==> src/rtl/zoom_pkg.sv <==
// Shared types and constants for the 2:1 frame decimation engine feeding the VGA framebuffer.
package zoom_pkg;

    localparam int SRC_W_DEF  = 320;
    localparam int SRC_H_DEF  = 240;
    localparam int DST_W_DEF  = SRC_W_DEF / 2;
    localparam int DST_H_DEF  = SRC_H_DEF / 2;
    localparam int ADDR_W_DEF = 17;
    localparam int DATA_W_DEF = 8;

    localparam logic MODE_NEAREST = 1'b0;
    localparam logic MODE_MEAN    = 1'b1;

    typedef enum logic [2:0] {
        IDLE,
        ISSUE,
        CAPTURE,
        WRITE,
        DONE
    } state_t;

endpackage

==> src/rtl/decim_addr_gen.sv <==
// Output-pixel and sample counters; presents the source address for the counters' next value
// so the top can register it on the same edge the counters move.
module decim_addr_gen
    import zoom_pkg::*;
#(
    parameter int SRC_W  = SRC_W_DEF,
    parameter int SRC_H  = SRC_H_DEF,
    parameter int ADDR_W = ADDR_W_DEF
) (
    input  logic              clock,
    input  logic              reset_n,
    input  logic              clear_i,
    input  logic              adv_sample_i,
    input  logic              adv_pixel_i,
    input  logic              mean_i,
    output logic [ADDR_W-1:0] src_addr_nxt_o,
    output logic [ADDR_W-1:0] dst_addr_o,
    output logic              last_sample_o,
    output logic              last_pixel_o
);

    localparam int DST_W = SRC_W / 2;
    localparam int DST_H = SRC_H / 2;
    localparam int OX_W  = $clog2(DST_W);
    localparam int OY_W  = $clog2(DST_H);

    logic [OX_W-1:0]   ox_q, ox_d;
    logic [OY_W-1:0]   oy_q, oy_d;
    logic [1:0]        s_q, s_d;
    logic [ADDR_W-1:0] row, col;

    always_comb begin
        ox_d = ox_q;
        oy_d = oy_q;
        s_d  = s_q;
        if (clear_i) begin
            ox_d = '0;
            oy_d = '0;
            s_d  = '0;
        end else if (adv_sample_i) begin
            s_d = s_q + 2'd1;
        end else if (adv_pixel_i) begin
            s_d = '0;
            if (ox_q == OX_W'(DST_W - 1)) begin
                ox_d = '0;
                oy_d = oy_q + 1'b1;
            end else begin
                ox_d = ox_q + 1'b1;
            end
        end
    end

    always_ff @(posedge clock or negedge reset_n) begin
        if (!reset_n) begin
            ox_q <= '0;
            oy_q <= '0;
            s_q  <= '0;
        end else begin
            ox_q <= ox_d;
            oy_q <= oy_d;
            s_q  <= s_d;
        end
    end

    // Sample s covers the 2x2 block: s[0] steps x, s[1] steps y.
    always_comb begin
        row            = ADDR_W'({oy_d, 1'b0}) + ADDR_W'(s_d[1]);
        col            = ADDR_W'({ox_d, 1'b0}) + ADDR_W'(s_d[0]);
        src_addr_nxt_o = row * ADDR_W'(SRC_W) + col;
        dst_addr_o     = ADDR_W'(oy_q) * ADDR_W'(DST_W) + ADDR_W'(ox_q);
    end

    assign last_sample_o = (mean_i == MODE_MEAN) ? (s_q == 2'd3) : 1'b1;
    assign last_pixel_o  = (ox_q == OX_W'(DST_W - 1)) && (oy_q == OY_W'(DST_H - 1));

endmodule

==> src/rtl/decimation_engine.sv <==
// Reads the source image from a synchronous ROM, halves it in both axes (nearest or 2x2 mean)
// and writes the result into the framebuffer write port.
//   state   | meaning
//   IDLE    | waiting for start
//   ISSUE   | source address presented to the ROM
//   CAPTURE | ROM data valid, accumulate it
//   WRITE   | dst_wren high, one output pixel committed
//   DONE    | one-cycle done pulse
module decimation_engine
    import zoom_pkg::*;
#(
    parameter int SRC_W  = SRC_W_DEF,
    parameter int SRC_H  = SRC_H_DEF,
    parameter int ADDR_W = ADDR_W_DEF,
    parameter int DATA_W = DATA_W_DEF
) (
    input  logic              clock,
    input  logic              reset_n,
    input  logic              start,
    input  logic              avg_mode,
    output logic [ADDR_W-1:0] src_rdaddress,
    input  logic [DATA_W-1:0] src_data,
    output logic [ADDR_W-1:0] dst_wraddress,
    output logic [DATA_W-1:0] dst_data,
    output logic              dst_wren,
    output logic              busy,
    output logic              done
);

    localparam int ACC_W = DATA_W + 2;

    state_t            state_q, state_d;
    logic              mode_q;
    logic [ACC_W-1:0]  acc_q, sum, sum_rnd;
    logic [ADDR_W-1:0] src_q, dst_addr_q, src_addr_nxt, dst_addr;
    logic [DATA_W-1:0] dst_data_q;
    logic              dst_wren_q, busy_q, done_q;
    logic              clear, adv_sample, adv_pixel, load_src;
    logic              last_sample, last_pixel;

    decim_addr_gen #(
        .SRC_W  (SRC_W),
        .SRC_H  (SRC_H),
        .ADDR_W (ADDR_W)
    ) u_addr_gen (
        .clock          (clock),
        .reset_n        (reset_n),
        .clear_i        (clear),
        .adv_sample_i   (adv_sample),
        .adv_pixel_i    (adv_pixel),
        .mean_i         (mode_q),
        .src_addr_nxt_o (src_addr_nxt),
        .dst_addr_o     (dst_addr),
        .last_sample_o  (last_sample),
        .last_pixel_o   (last_pixel)
    );

    assign sum     = acc_q + ACC_W'(src_data);
    assign sum_rnd = sum + ACC_W'(2);

    always_comb begin
        state_d    = state_q;
        clear      = 1'b0;
        adv_sample = 1'b0;
        adv_pixel  = 1'b0;
        load_src   = 1'b0;
        case (state_q)
            IDLE: if (start) begin
                clear    = 1'b1;
                load_src = 1'b1;
                state_d  = ISSUE;
            end
            ISSUE:   state_d = CAPTURE;
            CAPTURE: if (!last_sample) begin
                adv_sample = 1'b1;
                load_src   = 1'b1;
                state_d    = ISSUE;
            end else begin
                state_d = WRITE;
            end
            WRITE: if (last_pixel) begin
                state_d = DONE;
            end else begin
                adv_pixel = 1'b1;
                load_src  = 1'b1;
                state_d   = ISSUE;
            end
            DONE:    state_d = IDLE;
            default: state_d = IDLE;
        endcase
    end

    // Write-port registers are loaded on the CAPTURE->WRITE edge so they are valid throughout WRITE.
    always_ff @(posedge clock or negedge reset_n) begin
        if (!reset_n) begin
            state_q    <= IDLE;
            mode_q     <= MODE_NEAREST;
            acc_q      <= '0;
            src_q      <= '0;
            dst_addr_q <= '0;
            dst_data_q <= '0;
            dst_wren_q <= 1'b0;
            busy_q     <= 1'b0;
            done_q     <= 1'b0;
        end else begin
            state_q    <= state_d;
            dst_wren_q <= 1'b0;
            done_q     <= 1'b0;
            if (load_src) src_q <= src_addr_nxt;
            case (state_q)
                IDLE: if (start) begin
                    mode_q <= avg_mode;
                    acc_q  <= '0;
                    busy_q <= 1'b1;
                end
                CAPTURE: begin
                    acc_q <= sum;
                    if (last_sample) begin
                        dst_wren_q <= 1'b1;
                        dst_addr_q <= dst_addr;
                        dst_data_q <= (mode_q == MODE_MEAN) ? sum_rnd[ACC_W-1:2] : sum[DATA_W-1:0];
                    end
                end
                WRITE: begin
                    acc_q <= '0;
                    if (last_pixel) begin
                        busy_q <= 1'b0;
                        done_q <= 1'b1;
                    end
                end
                default: ;
            endcase
        end
    end

    assign src_rdaddress = src_q;
    assign dst_wraddress = dst_addr_q;
    assign dst_data      = dst_data_q;
    assign dst_wren      = dst_wren_q;
    assign busy          = busy_q;
    assign done          = done_q;

endmodule

==> config.mk <==
export PLATFORM = sky130hd
export DESIGN_NAME = decimation_engine
export DESIGN_NICKNAME = d
export VERILOG_FILES = /design/src/rtl/zoom_pkg.sv /design/src/rtl/decim_addr_gen.sv /design/src/rtl/decimation_engine.sv
export SDC_FILE = /design/constraint.sdc
export NUM_CORES = 1
export LEC_CHECK = 0
export ABC_AREA = 1
export CORE_UTILIZATION = 50
export CTS_BUF_LIST = sky130_fd_sc_hd__clkbuf_4 sky130_fd_sc_hd__clkbuf_8 sky130_fd_sc_hd__clkbuf_16
export DETAILED_ROUTE_END_ITERATION = 10
export PLACE_DENSITY = 0.78
export SYNTH_ARGS = -nofsm -noshare
export SYNTH_HDL_FRONTEND = slang
export SYNTH_SLANG_ARGS = --single-unit
==> constraint.sdc <==
create_clock -name clock -period 7.45 [get_ports clock]
set_input_delay 1.8625 -clock clock [delete_from_list [all_inputs] [get_ports clock]]
set_output_delay 1.8625 -clock clock [all_outputs]
set_load 0.02 [all_outputs]
* Yosys cells after proc, flatten, opt, wreduce, memory -nomap -nowiden
Index checks and enable logic that the tools add are counted.
** Word-level totals
- Logic and storage cells :: 72
- Bits in writable memories :: 0
- Bits in latches :: 0
- Bits in read-only memories :: 0
- Register bits after elaboration :: 76
- Memories kept :: 0
- Output and inout bits :: 45
** Operators by class
- Multipliers :: 2
- Add/subtract/negate cells :: 9
- Multiplexer cells :: 33
- Div/mod/pow operators :: 0
- Order comparisons :: 0
- Shift operators :: 0
- Equality and inequality tests :: 8
- Bitwise logic cells :: 0
- Reduce and logical (&&, ||, !) cells :: 8
** Operators with widths (count)
- 8-bit two-way mux :: 5
- 10-bit one-hot mux with 3 select lines :: 1
- 7-bit two-way mux :: 4
- 17-bit adder :: 1
- 17-bit by 3-bit multiplier with 11-bit output (second input constant) :: 1
- 15-bit by 8-bit adder with 16-bit output :: 1
- 1-bit two-way mux :: 13
- 3-bit one-hot mux with 4 select lines :: 1
- 10-bit by 2-bit adder with 10-bit output (second input constant) :: 1
- 10-bit by 8-bit adder with 10-bit output :: 1
- 9-bit by 1-bit adder with 10-bit output :: 1
- 7-bit by 3-bit multiplier with 10-bit output (second input constant) :: 1
- 10-bit two-way mux :: 1
- 8-bit by 1-bit adder with 9-bit output :: 1
- 8-bit by 1-bit adder with 8-bit output (second input constant) :: 1
- 8-bit equality test (second input constant) :: 1
- 2-bit two-way mux :: 4
- 7-bit by 1-bit adder with 7-bit output (second input constant) :: 1
- 7-bit equality test (second input constant) :: 1
- 3-bit by 2-bit equality test with 1-bit output (second input constant) :: 2
- 3-bit two-way mux :: 2
- 2-bit AND reduction :: 3
- 2-bit inequality test (second input constant) :: 2
- 3-bit by 1-bit equality test with 1-bit output (second input constant) :: 1
- 9 further kinds :: 9

* Depth between registers and ports, before layout
- Depth in word-level cells :: 10
- Mapped depth :: 26
- Depth with buffers taken out :: 25

* Modules after synthesis
From an unflattened synthesis, not the netlist that was laid out.
** Unflattened totals
- Cell total of the unflattened synthesis :: 656
- Area, all modules :: 5207.5 µm²
** By module, submodules not included
- decimation_engine :: cells each 356, area each 3064.2 µm², times used 1
- decim_addr_gen :: cells each 300, area each 2143.3 µm², times used 1

* Least setup slack after synthesis
OpenSTA, ideal clock, no wires.
- Kind :: input to register
- Start point :: in start
- End point :: reg src_q[15] (netlist: src_rdaddress[15])
- Path buffers :: 1
- Data arrival time :: 4.495 ns
- Path slack :: 2.837 ns
- Library setup time :: 0.117 ns
- Stages on the path :: 16
- Required time :: 7.333 ns
- Path through :: nand2_4 -> clkbuf_1 -> o21ai_0 -> a21oi_1 -> ha_1 -> ha_1 -> inv_1 -> fa_1 -> nor4_1 -> nand2_1 -> nor2_1 -> nand3_1 -> inv_1 -> nand2_1 -> nand3_1 -> nand2_1
** Between the ends
- Longest elaborated chain between the ends :: 6
- Elaborated cells on any way between the ends :: 10
- Classes of those cells :: 3 x add/sub; 1 x mul; 6 x mux
** RTL lines
- start, declared :: line decimation_engine.sv:19 : input logic start,
- 1-bit two-way mux :: line decimation_engine.sv:68 : IDLE: if (start) begin
- 1-bit two-way mux :: line decimation_engine.sv:67 : case (state_q)
- 7-bit two-way mux :: line decim_addr_gen.sv:36 : if (clear_i) begin
- via u_addr_gen.oy_d[0] :: line decim_addr_gen.sv:28 : logic [OY_W-1:0] oy_q, oy_d;
- 8-bit by 1-bit adder with 9-bit output :: line decim_addr_gen.sv:67 : row = ADDR_W'({oy_d, 1'b0}) + ADDR_W'(s_d[1]);
- 17-bit by 3-bit multiplier with 11-bit output :: line decim_addr_gen.sv:69 : src_addr_nxt_o = row * ADDR_W'(SRC_W) + col;
- 17-bit adder :: line decim_addr_gen.sv:69
- end signal, assigned :: line decimation_engine.sv:109 : if (load_src) src_q <= src_addr_nxt;
- end, declared :: line decimation_engine.sv:35 : logic [ADDR_W-1:0] src_q, dst_addr_q, src_addr_nxt, dst_addr;
The timed path passes the listed nets, and every way through them passes these cells.
A chain may end at the register's enable or synchronous reset.

* Worst setup path in the final report
- Start point :: in start
- End point :: reg src_q[15] (netlist: src_rdaddress[15])
** Between the ends
- Longest elaborated chain between the ends :: 6
- Elaborated cells on any way between the ends :: 10
- Classes of those cells :: 3 x add/sub; 1 x mul; 6 x mux
** RTL lines
- 1-bit two-way mux :: line decimation_engine.sv:68
- 1-bit two-way mux :: line decimation_engine.sv:67
- 2-bit two-way mux :: line decim_addr_gen.sv:36
- 8-bit by 1-bit adder with 9-bit output :: line decim_addr_gen.sv:67
- via u_addr_gen.row[0] :: line decim_addr_gen.sv:30 : logic [ADDR_W-1:0] row, col;
- 17-bit by 3-bit multiplier with 11-bit output :: line decim_addr_gen.sv:69
- 17-bit adder :: line decim_addr_gen.sv:69
The timed path passes the listed nets, and every way through them passes these cells.

==> results.yml <==
run_status:
  outcome: "finished clean"
worst_setup_path:
  crit_fanout: 24
  cp.required_ns: 7.69
  r2r-end: "src_rdaddress[15]"
  crit_path_start_kind: "input pin"
  critical_path_class: "input pin to flip-flop"
  worst-endpoint-arrival_ns: 5.60
  cp-startpoint: "start"
  rrSetupSlack_ns: 2.99
  reg2reg_depth: 22
  end_kind: "flip-flop"
  reg2reg_from: "u_addr_gen.oy_q[0]"
drt:
  routedWlPerCell_um: 13.89
  totalWireLength_mm: 10.79
  drc: 0
  vias: 4062
  ant_nets: 0
  dr.pass1.iters: 7
  drt_iter0_drc: 149
  vias_per_cell: 5.228
sta:
  setup_viol: 0
  fin_ws_ns: 2.089
  fin_crit_ns: 5.361
  final.setup.tns_ns: 0
  rsz0062_at_grt: "no"
  fmax_mhz: 186.5
  hold_violations: 0
  worstMarginPinSlew_ns: 0.9375
  min_period_over_period_pct: 71.96
  relSlewSlack_pct: 37.50
  finClkSkew_ns: 0.008926
  slew_violations: 0
clocking:
  ctsResizeCount: 0
  cts_max_level: 3
  cts_root_buf: "clkbuf_8"
  cts_sinks: 75
  cts_tree: "yes"
  cts_buffers: 9
  clock_latency_ns: 0.35
  ctsHoldBuffers: 0
  cts.clk_slew.worst_paths_ns: 0.09
  post_cts_buffers: 0
  cts.path.max_buffers: 2
cells_and_area:
  fill_cells: 790
  diodes: 0
  finalNetCount: 697
  seqCellArea_mm2: 0.001877
  syn_to_final_growth_pct: 17.89
  multiInputGateArea_mm2: 0.002565
  drive_above_1_share_pct: 9.259
  final_area_mm2: 0.005647
floorplanning:
  dieHeight_um: 99.88
  start_util_pct: 51.83
  dieArea_mm2: 0.009975
  fp-row-count: 35
  core_area_mm2: 0.009240
  die_w_um: 99.88
  io_pins: 57
placed_design:
  dp_hpwl_mm: 7.937
  dpl-instance-area_mm2: 0.005440
  io_buffers: 55
  pre_cts_ws_ns: 1.761
  place_congestion: 0.8893
logic_synthesis:
  synth_area_leaders: "dfrtp_1, nand2_1, ha_1"
  seq_area_frac_synth_pct: 39.18
  synth_seq_cells: 75
  synthesis.area_mm2: 0.004790
  synth_top_area_share_pct: 39.18
  yosysUniqueCellTypes: 45
  yosys.area.top_type: "dfrtp_1"
  synth_area_per_cell_um2: 8.132
  syn_inst: 589
  ys_warn_count: 0
  syn-num-nets: 643
global_routing:
  grt_pass1_wl_mm: 18.36
  antenna_found_initial: 0
  grt_max_degree: 76
  overflow: 0
  first_global_vias: 4042
  grt_use_total_pct: 23.20
pwr:
  p_per_area_mw_per_mm2: 182.6
  p_leak_nw: 2.895
  ir_worst_vdd_mv: 0.1056
job:
  cap_violations: 0
hold_path:
  worstHoldPathCells: 2
  min_to: "dst_wraddress[11]"
  hold_class: "flip-flop to flip-flop"
  hp-start: "dst_wraddress[11]"
Yosys cell counts, drive strengths merged:
cell / n
clkbuf: 3
ha: 37
nand2: 159
nand3: 34
a31oi: 4
o31ai: 1
nand3b: 1
nor4: 3
a211oi: 3
nand2b: 1
fa: 5
o21a: 1
buf: 10
a22o: 1
a221oi: 1
nand4: 4
o22ai: 3
conb: 1
dfrtp: 75
nor2: 33
o21ai: 46
xor2: 17
o211ai: 2
a32o: 2
xnor2: 10
and2: 2
nor3: 12
inv: 75
nor3b: 2
or2: 5
a21oi: 36
registers in the layout, summed over array words and instances, names as in the netlist:
register         flops
acc_q               10
done                 1
dst_data             8
dst_wren             1
busy                 1
mode_q               1
u_addr_gen.oy_q      7
state_q              3
src_rdaddress       17
u_addr_gen.ox_q      8
dst_wraddress       16
u_addr_gen.s_q       2
layer usage:
metal,share of wire [%],vias to the layer above,track usage [%]
met1,46,1914,29.80
met3,3.5,13,3.273
met4,1.6,0,8.145
li1,-,2029,-
met5,0,-,0
met2,49,106,40.16
stage by stage:
step / instances / hold slack [ns] / util (%) / power (W)
floorplan: 589 / 0.4595 / - / 0.0006128
global placement: 761 / 0.4679 / 58.88 / 0.0006935
detailed placement: 761 / 0.4649 / 58.88 / 0.0007005
CTS: 777 / 0.4901 / 61.11 / 0.001037
global route: 777 / 0.5016 / 61.11 / 0.001088
finish: 777 / 0.4857 / 61.11 / 0.001031
how the worst max path moves through the flow:
stage,endpoint,slack (ns),cells after the start
after floorplan,src_rdaddress[15],2.84,16
after global placement,src_rdaddress[15],1.91,19
after detailed placement,src_rdaddress[15],1.76,19
after CTS,src_rdaddress[15],2.10,19
after global routing,src_rdaddress[15],1.73,19
final,src_rdaddress[15],2.09,19
cell usage in the layout, fill, tap and decap left out, types with 2 or more instances in the layout:
master,synthesis,routed
nor3b_1,2,2
nor3_1,10,10
fa_1,5,5
a31oi_1,4,4
a211oi_1,3,3
dfrtp_1,75,75
a32o_1,2,2
xor2_1,17,17
inv_2,12,12
ha_1,37,37
buf_4,2,2
xnor2_1,10,10
inv_1,63,63
o21ai_0,37,37
nor2_1,28,28
nand4_1,4,4
clkbuf_8,0,9
nand2_1,150,150
inv_6,0,3
or2_2,5,5
nand3_1,27,27
nor2_4,2,2
clkinvlp_4,0,2
clkdlybuf4s50_1,0,54
nor4_1,3,3
o22ai_1,3,3
a21oi_1,35,35
nand2_4,2,2
and2_1,2,2
nand3_4,2,2
nand3_2,5,5
nand2_2,7,7
o21ai_1,8,8
nor2_2,2,2
o211ai_1,2,2
logic make-up after synthesis:
family	synth area share (%)
buffers and inverters	7.262
other	0.07829
adders and majority gates	11.76
and+or+nand+nor	25.10
xor gates and xnor gates	4.937
DFF	39.18
AOI/OAI and AO/OA	11.68
report_power, final:
| group | internal (W) | total, W | switching (W) |
|---|---|---|---|
| clock network | 0.000161 | 0.000337 | 0.000176 |
| logic | 0.000102 | 0.000239 | 0.000138 |
| registers | 0.000437 | 0.000455 | 0.0000182 |
| total | 0.000699 | 0.00103 | 0.000332 |
cell type report:
type	count	share of cell area, %
multi-input combinational	426	45.42
sequential	75	33.24
timing repair buffer	56	9.838
inverter	75	4.986
tap	129	2.858
clock buffer	9	2.194
clock inverter	7	1.462
worst max-delay path, cell delays in order:
cell             delay (ns)
clkdlybuf4s50_1        0.46
nand2_4                0.25
inv_1                  0.28
nor2_4                 0.50
a22o_1                 0.26
ha_1                   0.17
ha_1                   0.16
inv_1                  0.05
fa_1                   0.39
xnor2_1                0.20
inv_1                  0.08
nor4_1                 0.32
nand2_1                0.12
nor2_1                 0.13
nand3_1                0.11
inv_1                  0.06
nand2_1                0.05
nand3_1                0.06
nand2_1                0.06
(Power assumes the default switching activity.)
